`config.mk`:
```
export PLATFORM = sky130hd
export DESIGN_NAME = ram_streamer
export DESIGN_NICKNAME = d
export VERILOG_FILES = /design/src/rtl/ram_streamer.sv
export SDC_FILE = /design/constraint.sdc
export NUM_CORES = 1
export LEC_CHECK = 0
export CORE_MARGIN = 5
export CORE_UTILIZATION = 40
export CTS_BUF_LIST = sky130_fd_sc_hd__clkbuf_8 sky130_fd_sc_hd__clkbuf_16
export DETAILED_ROUTE_END_ITERATION = 8
export PLACE_DENSITY = 0.74
export SKIP_LAST_GASP = 1
export SYNTH_ARGS = -nofsm -noshare
export SYNTH_HDL_FRONTEND = slang
export SYNTH_SLANG_ARGS = --single-unit
```
`constraint.sdc`:
```
create_clock -name clk_i -period 2.3 [get_ports clk_i]
set_input_delay 0.345 -clock clk_i [delete_from_list [all_inputs] [get_ports clk_i]]
set_output_delay 0.345 -clock clk_i [all_outputs]
set_load 0.03 [all_outputs]
```
`src/rtl/ram_streamer.sv`:
```
// Bus-master front end for a small single-port RAM: LOAD writes a valid/ready
// byte stream into consecutive addresses, DUMP reads them back out as a stream.
module ram_streamer #(
  parameter int ADDR_W = 4,
  parameter int DATA_W = 8
) (
  input  logic                clk_i,
  input  logic                rst_i,
  input  logic                start_i,
  input  logic                mode_i,
  input  logic [ADDR_W-1:0]   base_i,
  input  logic [ADDR_W:0]     count_i,
  input  logic [DATA_W-1:0]   s_data_i,
  input  logic                s_valid_i,
  output logic                s_ready_o,
  output logic [DATA_W-1:0]   m_data_o,
  output logic                m_valid_o,
  input  logic                m_ready_i,
  output logic [ADDR_W-1:0]   ram_addr_o,
  output logic [DATA_W-1:0]   ram_data_o,
  output logic                ram_we_o,
  input  logic [DATA_W-1:0]   ram_data_i,
  output logic                busy_o,
  output logic                done_o
);

  localparam int CNT_W = ADDR_W + 1;
  localparam logic [CNT_W-1:0] DEPTH = CNT_W'(1 << ADDR_W);

  localparam logic [1:0] ST_IDLE = 2'd0;
  localparam logic [1:0] ST_LOAD = 2'd1;
  localparam logic [1:0] ST_DUMP = 2'd2;
  localparam logic [1:0] ST_DONE = 2'd3;

  logic [1:0]        state_q, state_d;
  logic [ADDR_W-1:0] ptr_q, ptr_d;
  logic [CNT_W-1:0]  rem_q, rem_d;
  logic [DATA_W-1:0] m_data_q, m_data_d;
  logic              m_valid_q, m_valid_d;
  logic [CNT_W-1:0]  count_clamp;
  logic              slot_free;

  assign count_clamp = (count_i > DEPTH) ? DEPTH : count_i;
  assign slot_free   = !m_valid_q || m_ready_i;

  always_comb begin
    // NOTE: every signal gets a default up front so no path through the case leaves one unassigned (no latches).
    state_d    = state_q;
    ptr_d      = ptr_q;
    rem_d      = rem_q;
    m_data_d   = m_data_q;
    m_valid_d  = m_valid_q;
    s_ready_o  = 1'b0;
    ram_we_o   = 1'b0;
    ram_data_o = s_data_i;

    case (state_q)
      ST_IDLE: begin
        if (start_i) begin
          ptr_d = base_i;
          rem_d = count_clamp;
          if (count_clamp == '0) state_d = ST_DONE;
          else                   state_d = mode_i ? ST_DUMP : ST_LOAD;
        end
      end
      ST_LOAD: begin
        // Write strobe follows valid directly so the byte lands on the handshake edge.
        s_ready_o = 1'b1;
        ram_we_o  = s_valid_i;
        if (s_valid_i) begin
          ptr_d = ptr_q + ADDR_W'(1);
          rem_d = rem_q - CNT_W'(1);
          if (rem_q == CNT_W'(1)) state_d = ST_DONE;
        end
      end
      ST_DUMP: begin
        if (slot_free) begin
          if (rem_q != '0) begin
            m_data_d  = ram_data_i;
            m_valid_d = 1'b1;
            ptr_d     = ptr_q + ADDR_W'(1);
            rem_d     = rem_q - CNT_W'(1);
          end else begin
            m_valid_d = 1'b0;
            state_d   = ST_DONE;
          end
        end
      end
      ST_DONE: state_d = ST_IDLE;
      default: state_d = ST_IDLE;
    endcase
  end

  // NOTE: sequential state uses non-blocking assignments so all flops update together at the edge.
  always_ff @(posedge clk_i or posedge rst_i) begin
    if (rst_i) begin
      state_q   <= ST_IDLE;
      ptr_q     <= '0;
      rem_q     <= '0;
      m_data_q  <= '0;
      m_valid_q <= 1'b0;
    end else begin
      state_q   <= state_d;
      ptr_q     <= ptr_d;
      rem_q     <= rem_d;
      m_data_q  <= m_data_d;
      m_valid_q <= m_valid_d;
    end
  end

  assign m_data_o   = m_data_q;
  assign m_valid_o  = m_valid_q;
  assign ram_addr_o = ptr_q;
  assign busy_o     = (state_q != ST_IDLE);
  assign done_o     = (state_q == ST_DONE);

endmodule

```
* Word-level counts from Yosys, hierarchy flattened *
Cells that the tools add are included.

operators by class
  add/sub/neg operators = 2
  muxes and demuxes = 22
  eq/ne operators = 10
  $lt $le $gt $ge = 1
  reduce and logical (&&, ||, !) cells = 11

operators with widths
  kind                 number
  $mux 5               5
  $mux 4               4
  $pmux 5 s3           1
  $mux 2               7
  $ne 2x2->1 const B   6
  $pmux 4 s3           1
  $reduce_and 5->1     2
  $pmux 2 s4           1
  $eq 5x1->1 const B   1
  $gt 5x5->1 const B   1
  $logic_not 5->1      1
  $reduce_bool 5->1    1
  $sub 5x1->5 const B  1
  $add 4x1->4 const B  1
  $eq 2x2->1 const B   2
  $mux 1               3
  $reduce_and 3->1     1
  $reduce_bool 3->1    1
  $eq 2x1->1 const B   1
  $logic_not 2->1      1
  $reduce_and 2->1     1
  $reduce_bool 2->1    1
  $logic_not 1->1      1
  $logic_or 1x1->1     1

word-level totals
  input bits = 31
  logic and storage cells = 51
  register bits after elaboration = 20

* Depth between registers and ports, before layout *
Gate-level depths: netlist (run 1).

  word-level depth = 6
  gate-level depth with buffers = 7

* Worst setup path after synthesis (run 1) *
No wires, ideal clock.

  kind = register to register
  start point = register state_q[1]
  end point = register rem_q[1]
  slack = 0.412 ns
  period minus slack after synthesis = 1.888 ns
  stages on the path, launching flop included = 8
  data required time = 2.172 ns
  arrival = 1.760 ns
  cell sequence = dfrtp_1 > inv_1 > ha_1 > nand2b_1 > and4_1 > buf_2 > nand2_1 > mux2_1

between the ends
  word-level cells in the longest chain between the ends = 3

ends and longest elaborated chain
  what                                                              RTL line  text
  start, declared                                                   35        logic [1:0] state_q, state_d;
  start signal, assigned                                            103       state_q <= state_d;
  $eq 2x2->1, or another cell as far along                          57        case (state_q)
  $ne 2x2->1 (no source line) or $reduce_bool 3->1 (tied branches)  --
  $reduce_and 5->1 (no source line)                                 --
  end signal, assigned                                              105       rem_q <= rem_d;
  end, declared                                                     37        logic [CNT_W-1:0] rem_q, rem_d;

Parallel ways exist; a longest one is shown, timed or not.
A chain may end at the register's enable or synchronous reset.

* Worst setup path in the final report (run 1) *
  start point = register state_q[1]
  end point = output port ram_we_o

between the ends
  word-level cells in the longest chain between the ends = 2

ends and longest elaborated chain
  what           RTL line  text
  $eq 2x1->1     57
  $mux 1         57
  end, declared  21        output logic ram_we_o,

No other way between the ends.

==> impl_results.md, run 1 <==
- H-tree Lvls: 1
- Critical Path End Type: output pin
- Critical R2R Capture: state_q[0]
- Post-route ant nets: 0
- RSZ-0062 raised after global routing: false
- TritonCTS Buffers: 3
- Die Wd: 65.6 um
- Distinct cells, synth: 38
- First-pass GRT wire length: 5070 um
- Total wire length: 3010 um
- Max_cap viols: 0
- Commonest non-fill, non-tap cells in the layout: clkdlybuf4s50_1, dfrtp_1, inv_1
- Gate Count Post-Synth: 124
- WHS: 512 ps
- R2R depth: 6
- Core ar.: 3000 um^2
- Vias post-DR: 1085
- # setup viols final: 0
- Clock Latency Late Sink: 260 ps
- Area leader, netlist: dfrtp_1
- GRT Resource Usage Total: 15.0%
- Die area: 4300 um^2
- Largest net degree at the start of global routing: 21
- PortBufs: 39
- Final nets: roughly 200
- Post-synthesis area per instance: ~10 um^2
- Util after Layout: 56.1%
- Total power: 2.88 mW
- Routed length per instance: 15.7 um
- Setup crit start kind: flop
- PwrDens: 1710 nW/um^2
- Post-DP Area: 1610 um^2
- Share of layout cells above drive strength 1: 13.8%
- Max Root-Sink Buffers: 2
- Yosys warns: 0
- Seq/Total Area, Yosys: 40.5%
- GP Congestion: 0.863
- Synth Cell Area: 1230 um^2
- R2r startpoint: state_q[0]
- Post-route cell area: about 1700 um^2
- CP max FO: 4
- Critical path required time: 1960 ps
- Worst Setup EP: ram_we_o
- Crit path kind: flop to output pin
- I/O pin total: between 50 and 60
- Drt first pass iters: 5
- Clock Sinks: 20
- Status: finished clean
- Core Rows: 20
- Worst Path Arrival: 1810 ps
- Setup Skew: a little under 3 ps
- Setup Fix Bufs, Post-CTS: 0
- Ant diodes: 0
- Max-slew headroom: 47.6%
- Residual DRC: 0
- # fillers: 278
- Vert. Die Dim: 65.6 um
- Commonest non-fill, non-tap cell in the layout: clkdlybuf4s50_1
- CTS tree: done
- Final HPWL DP: 2330 um
- Share of the synthesized area in the top cell type: approximately two fifths
- Root buf cell: clkbuf_8
- Maximum VDD drop: 0.853 mV
- Post_cts resized: 0
- Seq cells post-synth: 20
- Final Hold Fails: 0
- Setup TNS Final: 0 ps
- F_max: between 0.4 and 0.5 GHz
- Area growth, synth to finish: 36.4%
- GR Overflow Total: 0
- CP startpoint: state_q[1]
- Synth top area cells: dfrtp_1, ha_1, mux2_2, buf_4, inv_1
- Syn Nets: approximately 160
- Routed vias/inst: 5.65
- # hold bufs at CTS: 0
- Initial DRC count: 51
- Initial Utilization: approximately two fifths
- Min-Delay Path Class: flop to flop
- CTS clk-pin slew, worst paths: 80 ps
- Final Max Slew Viols: 0
- Vias in the first global route: between 1000 and 1500
- Worst slew pin tran: 785 ps
- Period utilization: between 90 and 100%
- Reg-to-reg slack, setup: 400 ps
- Initial antenna violation count: 0
- Pleak: 0.731 nW
- Fin crit period: roughly 2200 ps
## metrics by stage
step / setup slack [ps] / cells
6_report: 147 / 192
5_1_grt: 38.1 / 192
4_1_cts: 133 / 192
3_5_place_dp: 291 / 188
3_3_place_gp: 321 / 188
2_1_floorplan: 412 / 124
## layer usage
layer / vias up / track usage [%] / share of wire, %
li1: 505 / - / -
met1: 520 / 16.7 / 40
met3: 5 / 5.64 / 9.9
met4: 0 / 5.18 / 1.3
met2: 55 / 26.2 / 49
met5: - / 0 / 0
## Yosys cell counts
library cell	n
a21oi_1	3
nor2_1	8
a21boi_1	1
buf_4	8
o31ai_1	3
and3_2	1
nor4_1	1
nand4_1	3
dfrtp_1	20
buf_2	1
mux2_4	1
ha_1	8
inv_1	11
nand2b_1	2
a21boi_2	1
o211ai_1	2
mux2_2	8
mux2_1	1
o21ai_0	6
o2bb2ai_1	1
clkbuf_1	1
o21ai_2	1
nor3_4	1
and4_1	1
o2111ai_1	1
nand2_1	8
or3b_4	1
o22ai_1	2
a31oi_1	4
nand3b_1	3
mux2i_1	2
nand3_1	2
a21o_1	1
a31o_2	2
nor3_1	1
and2_1	1
and3_1	1
nor2b_1	1
## cell type report
class	instances	area [um^2]	area share, %
inverter	11	41.3	2.45
clock inverter	1	30.0	1.78
clock buffer	3	41.3	2.45
tap	33	41.3	2.45
multi-input combinational	83	624	37.1
timing repair buffer	41	405	24.1
sequential	20	500	29.7
## critical path: stages (launching register included)
cell             delay, ps
dfrtp_1                400
inv_1                  100
ha_1                   220
and2_1                 150
clkdlybuf4s50_1        670
## kinds of logic (layout without fill, tap and decap cells)
kind of cell / after synthesis / in the layout / share of synthesized area (%)
multiplexers: 12 / 12 / 11.0
flip-flops: 20 / 20 / 40.5
adder cells (fa/ha/maj): 8 / 8 / 8.11
AO/OA/AOI/OAI: 28 / 28 / 15.4
buffers and inverters: 21 / 56 / 8.92
AND/OR/NAND/NOR: 35 / 35 / 16.0
## power by group
group / internal, mW / leakage [nW] / switching, mW
logic: 0.827 / 0.457 / 1.01
registers: 0.540 / 0.238 / 0.149
clock network: 0.233 / 0.0357 / 0.125
## worst min path at each step
stage | from | end | slack [ps] | cells after the start
floorplan | rst_i | m_data_o[0] | 310 | 1
global placement | m_data_o[7] | m_data_o[7] | 490 | 1
detailed placement | m_data_o[3] | m_data_o[3] | 500 | 1
CTS | m_data_o[1] | m_data_o[1] | 520 | 1
global route | m_data_o[3] | m_data_o[3] | 550 | 1
finish | m_data_o[1] | m_data_o[1] | 510 | 1
## state kept, by name (all words and copies together) (netlist names)
name / count
state_q: 2
ram_addr_o: 4
rem_q: 5
m_valid_o: 1
m_data_o: 8
Power figures use the tool's default switching activity.
==> run 2: changes to the inputs <==
--- a/config.mk
+++ b/config.mk
@@ -9,7 +9,7 @@
 export CORE_UTILIZATION = 40
 export CTS_BUF_LIST = sky130_fd_sc_hd__clkbuf_8 sky130_fd_sc_hd__clkbuf_16
 export DETAILED_ROUTE_END_ITERATION = 8
-export PLACE_DENSITY = 0.74
+export PLACE_DENSITY = 0.85
 export SKIP_LAST_GASP = 1
 export SYNTH_ARGS = -nofsm -noshare
 export SYNTH_HDL_FRONTEND = slang
==> impl_results.md, run 2 (synthesis gave the netlist of run 1 again) <==
- Share of layout cells above drive strength 1: 12.7% (was 13.8%)
- GR Overflow Total: 0 (unchanged)
- Clock Sinks: 20 (unchanged)
- Drt first pass iters: 5 (unchanged)
- Fin cells: 190 (was 192)
- Final worst slack: 150 ps (was 147 ps)
- Initial Utilization: 41.1% (unchanged)
- # setup viols final: 0 (unchanged)
- Core ar.: 3000 um^2 (unchanged)
- Setup Fix Bufs, Post-CTS: 0 (unchanged)
- First-pass GRT wire length: 4950 um (was 5070 um)
- GRT Resource Usage Total: 15.1% (was 15.0%)
- Period utilization: 93.5% (was 93.6%)
- Critical Path End Type: output pin (unchanged)
- Max_cap viols: 0 (unchanged)
- H-tree Lvls: 1 (unchanged)
- Util after Layout: 55.0% (was 56.1%)
- Inst Count DP: 186 (was 188)
- GP Congestion: 0.868 (was 0.863)
- Die area: 4300 um^2 (unchanged)
- Crit path kind: flop to output pin (unchanged)
- # hold bufs at CTS: 0 (unchanged)
- Final HPWL DP: 2330 um (about the same)
- Maximum VDD drop: 1.24 mV (was 0.853 mV)
- Routed length per instance: 15.7 um (about the same)
- Max-slew headroom: 48.1% (was 47.6%)
- Worst Path Arrival: 1800 ps (was 1810 ps)
- CP max FO: 4 (unchanged)
- Commonest non-fill, non-tap cells in the layout: clkdlybuf4s50_1, dfrtp_1, inv_1 (unchanged)
- Max Root-Sink Buffers: 2 (unchanged)
- CTS tree: done (unchanged)
- Fin crit period: 2150 ps (about the same)
- Vias in the first global route: 1090 (was 1154)
- R2R depth: 6 (unchanged)
- Ant diodes: 0 (unchanged)
- PwrDens: 1660 nW/um^2 (was 1710 nW/um^2)
- Root buf cell: clkbuf_8 (unchanged)
- Initial DRC count: 80 (was 51)
- Pleak: 0.714 nW (was 0.731 nW)
- Core Rows: 20 (unchanged)
- F_max: 0.465 GHz (was 0.464 GHz)
- Largest register FFs: 8 (unchanged)
- Setup TNS Final: 0 ps (unchanged)
- Post-route ant nets: 0 (unchanged)
- Post_cts resized: 0 (unchanged)
- TritonCTS Buffers: 3 (unchanged)
- Place WS: 256 ps (was 291 ps)
- Final nets: 197 (was 199)
- Status: finished clean (unchanged)
- Largest net degree at the start of global routing: 21 (unchanged)
- Final Max Slew Viols: 0 (unchanged)
- Commonest non-fill, non-tap cell in the layout: clkdlybuf4s50_1 (unchanged)
- I/O pin total: 56 (unchanged)
- PortBufs: 39 (unchanged)
- Residual DRC: 0 (unchanged)
- Clock Latency Late Sink: 260 ps (about the same)
- Setup crit start kind: flop (unchanged)
- Die Wd: 65.6 um (unchanged)
- WHS: 511 ps (was 512 ps)
- Area growth, synth to finish: 33.8% (was 36.4%)
- Initial antenna violation count: 0 (unchanged)
- Worst slew pin tran: 778 ps (was 785 ps)
- RSZ-0062 raised after global routing: false (unchanged)
- Worst hold path cell count: 1 (unchanged)
- Min-Delay Path Class: flop to flop (unchanged)
- Vert. Die Dim: 65.6 um (unchanged)
- Vias post-DR: 1062 (was 1085)
- Setup Skew: 1.38 ps (was 2.96 ps)
- Total wire length: 2990 um (was 3010 um)
- Routed vias/inst: 5.59 (was 5.65)
- Critical path required time: 1960 ps (about the same)
- CTS clk-pin slew, worst paths: 70 ps (was 80 ps)
- Final Hold Fails: 0 (unchanged)
run 2: cell count changes in the layout (fill, tap and decap cells not counted):
cell	previous run	this run
buf_4	2	0
bufinv_16	1	0
clkbuf_8	3	4
run 2: worst max-delay path: stages, from the launching register on:
cell and delay (ps):
dfrtp_1 410, inv_1 110, ha_1 220, and2_1 140, clkdlybuf4s50_1 660
run 2: where the power goes:
group	internal [mW]	switching [mW]
registers	0.541	0.152
logic	0.795	0.993
clock network	0.152	0.117
total	1.49	1.26
run 2: worst paths after layout:
| kind | from | endpoint | slack (ps) |
|---|---|---|---|
| min in group asynchronous | rst_i | m_data_o[4] | 530 |
| max in group asynchronous | rst_i | ram_addr_o[1] | 1290 |
| hold reg to reg | m_data_o[3] | m_data_o[3] | 510 |
| setup reg to reg | state_q[0] | rem_q[1] | 360 |
| hold / removal | m_data_o[3] | m_data_o[3] | 510 |
| setup / recovery | state_q[1] | ram_we_o | 150 |
run 2: layout make-up:
class / instances / area [um^2]
flip-flops and latches: 20 / 500
well taps: 33 / 41.3
multi-input cells: 83 / 624
repair buffers: 39 / 390
fillers: 274 / 1350
inverters: 11 / 41.3
clock buffers: 4 / 55.1
run 2: metal layers:
layer / global-route usage (%) / routed length (um)
met1: 18.1 / 1190
met2: 23.3 / 1400
met3: 7.18 / 372
met4: 5.96 / 23
met5: 0 / 0
run 2: through the flow:
stage | power [mW] | instance area, um^2
finish | 2.75 | 1650
global route | 2.97 | 1650
CTS | 2.77 | 1650
detailed placement | 2.48 | 1600
global placement | 2.41 | 1600
floorplan | 1.95 | 1230
==> run 3: changes to the inputs <==
--- a/config.mk
+++ b/config.mk
@@ -9,8 +9,9 @@
 export CORE_UTILIZATION = 40
 export CTS_BUF_LIST = sky130_fd_sc_hd__clkbuf_8 sky130_fd_sc_hd__clkbuf_16
 export DETAILED_ROUTE_END_ITERATION = 8
-export PLACE_DENSITY = 0.85
+export PLACE_DENSITY = 0.86
 export SKIP_LAST_GASP = 1
 export SYNTH_ARGS = -nofsm -noshare
 export SYNTH_HDL_FRONTEND = slang
 export SYNTH_SLANG_ARGS = --single-unit
+export TNS_END_PERCENT = 1
==> impl_results.md, run 3 (synthesis gave the netlist of run 1 again) <==
- Initial antenna violation count: 0 (unchanged)
- Status: finished clean (unchanged)
- Drt first pass iters: 5 (unchanged)
- Post-DP Area: 1610 um^2 (was 1600 um^2)
- Vias in the first global route: 1132 (was 1090)
- CTS clk-pin slew, worst paths: 80 ps (was 70 ps)
- Crit path kind: flop to output pin (unchanged)
- Inst Count DP: 187 (was 186)
- Core ar.: 3000 um^2 (unchanged)
- Util after Layout: 55.8% (was 55.0%)
- Post-route cell area: 1680 um^2 (was 1650 um^2)
- Post-route ant nets: 0 (unchanged)
- Min-Delay Path Class: primary input to async pin (was flop to flop)
- # fillers: 270 (was 274)
- Commonest non-fill, non-tap cell in the layout: clkdlybuf4s50_1 (unchanged)
- Commonest non-fill, non-tap cells in the layout: clkdlybuf4s50_1, dfrtp_1, inv_1 (unchanged)
- Die Wd: 65.6 um (unchanged)
- Setup TNS Final: 0 ps (unchanged)
- Die area: 4300 um^2 (unchanged)
- Critical Path End Type: output pin (unchanged)
- Area growth, synth to finish: 35.8% (was 33.8%)
- Final Max Slew Viols: 0 (unchanged)
- Setup Fix Bufs, Post-CTS: 0 (unchanged)
- Final nets: 198 (was 197)
- Maximum VDD drop: 0.819 mV (was 1.24 mV)
- Routed vias/inst: 5.52 (was 5.59)
- H-tree Lvls: 1 (unchanged)
- Critical path required time: 1960 ps (about the same)
- Setup Skew: 6.08 ps (was 1.38 ps)
- TritonCTS Buffers: 3 (unchanged)
- Pleak: 0.726 nW (was 0.714 nW)
- Setup crit start kind: flop (unchanged)
- Initial DRC count: 51 (was 80)
- Total power: 2.85 mW (was 2.75 mW)
- WHS: 510 ps (was 511 ps)
- R2R depth: 6 (unchanged)
- I/O pin total: 56 (unchanged)
- Final HPWL DP: 2420 um (was 2330 um)
- Place WS: 271 ps (was 256 ps)
- Multi-input combinational cell area: 624 um^2 (unchanged)
- GRT Resource Usage Total: 15.1% (about the same)
- Total wire length: 3000 um (was 2990 um)
- Routed length per instance: 15.7 um (about the same)
- Max-slew headroom: 49.5% (was 48.1%)
- PwrDens: 1700 nW/um^2 (was 1660 nW/um^2)
- Fin crit period: 2140 ps (was 2150 ps)
- R2r startpoint: state_q[0] (unchanged)
- Max_cap viols: 0 (unchanged)
- Post_cts resized: 0 (unchanged)
- CP startpoint: state_q[1] (unchanged)
- Worst slew pin tran: 757 ps (was 778 ps)
- # setup viols final: 0 (unchanged)
- RSZ-0062 raised after global routing: false (unchanged)
- Vias post-DR: 1054 (was 1062)
- Final Hold Fails: 0 (unchanged)
- CP max FO: 4 (unchanged)
- Clock Latency Late Sink: 260 ps (about the same)
- GP Congestion: 0.934 (was 0.868)
- Vert. Die Dim: 65.6 um (unchanged)
- Worst Path Arrival: 1800 ps (about the same)
- Ant diodes: 0 (unchanged)
- # hold bufs at CTS: 0 (unchanged)
- Largest net degree at the start of global routing: 21 (unchanged)
- Reg-to-reg slack, setup: 390 ps (was 360 ps)
- PortBufs: 39 (unchanged)
- Period utilization: 93.2% (was 93.5%)
- Share of layout cells above drive strength 1: 13.3% (was 12.7%)
- Clock Sinks: 20 (unchanged)
- Initial Utilization: 41.1% (unchanged)
- F_max: 0.467 GHz (was 0.465 GHz)
- Fin cells: 191 (was 190)
- First-pass GRT wire length: 5140 um (was 4950 um)
- Largest register FFs: 8 (unchanged)
- CTS tree: done (unchanged)
- Root buf cell: clkbuf_8 (unchanged)
- Core Rows: 20 (unchanged)
- GR Overflow Total: 0 (unchanged)
- Max Root-Sink Buffers: 2 (unchanged)
- Residual DRC: 0 (unchanged)
- Critical R2R Capture: rem_q[1] (unchanged)
- Final worst slack: 157 ps (was 150 ps)
- Storage element area: 500 um^2 (unchanged)
==> run 3: changes by cell type in the layout (fill, tap and decap cells not counted) <==
cell / before / now
bufinv_16: 0 / 1
buf_4: 0 / 1
clkbuf_8: 4 / 3
==> run 3: layout make-up <==
type                    instances  area share [%]
repair buffers                 40            23.7
clock inverters                 1            1.79
flip-flops and latches         20            29.9
well taps                      33            2.46
inverters                      11            2.46
multi-input cells              83            37.2
clock buffers                   3            2.46
==> run 3: layer usage <==
layer | vias to the layer above | global-route usage, % | wire length [um]
met1 | 523 | 18.9 | 1320
met5 | - | 0 | 0
met3 | 5 | 2.39 | 111
li1 | 503 | - | -
met2 | 23 | 26.9 | 1540
met4 | 0 | 3.89 | 29
==> run 3: power by group <==
part	leakage, nW	internal, mW	switching [mW]
logic	0.452	0.811	0.999
registers	0.238	0.540	0.150
clock network	0.0357	0.232	0.122
total	0.726	1.58	1.27
==> run 3: worst max-delay path by stage <==
| stage | to |
|---|---|
| floorplan | rem_q[1] |
| global placement | state_q[0] |
| detailed placement | rem_q[1] |
| CTS | ram_we_o |
| global route | ram_we_o |
| finish | ram_we_o |
==> run 3: worst max-delay path: stages, from the launching register on <==
cell,delay [ps]
dfrtp_1,410
inv_1,110
ha_1,220
and2_1,140
clkdlybuf4s50_1,670
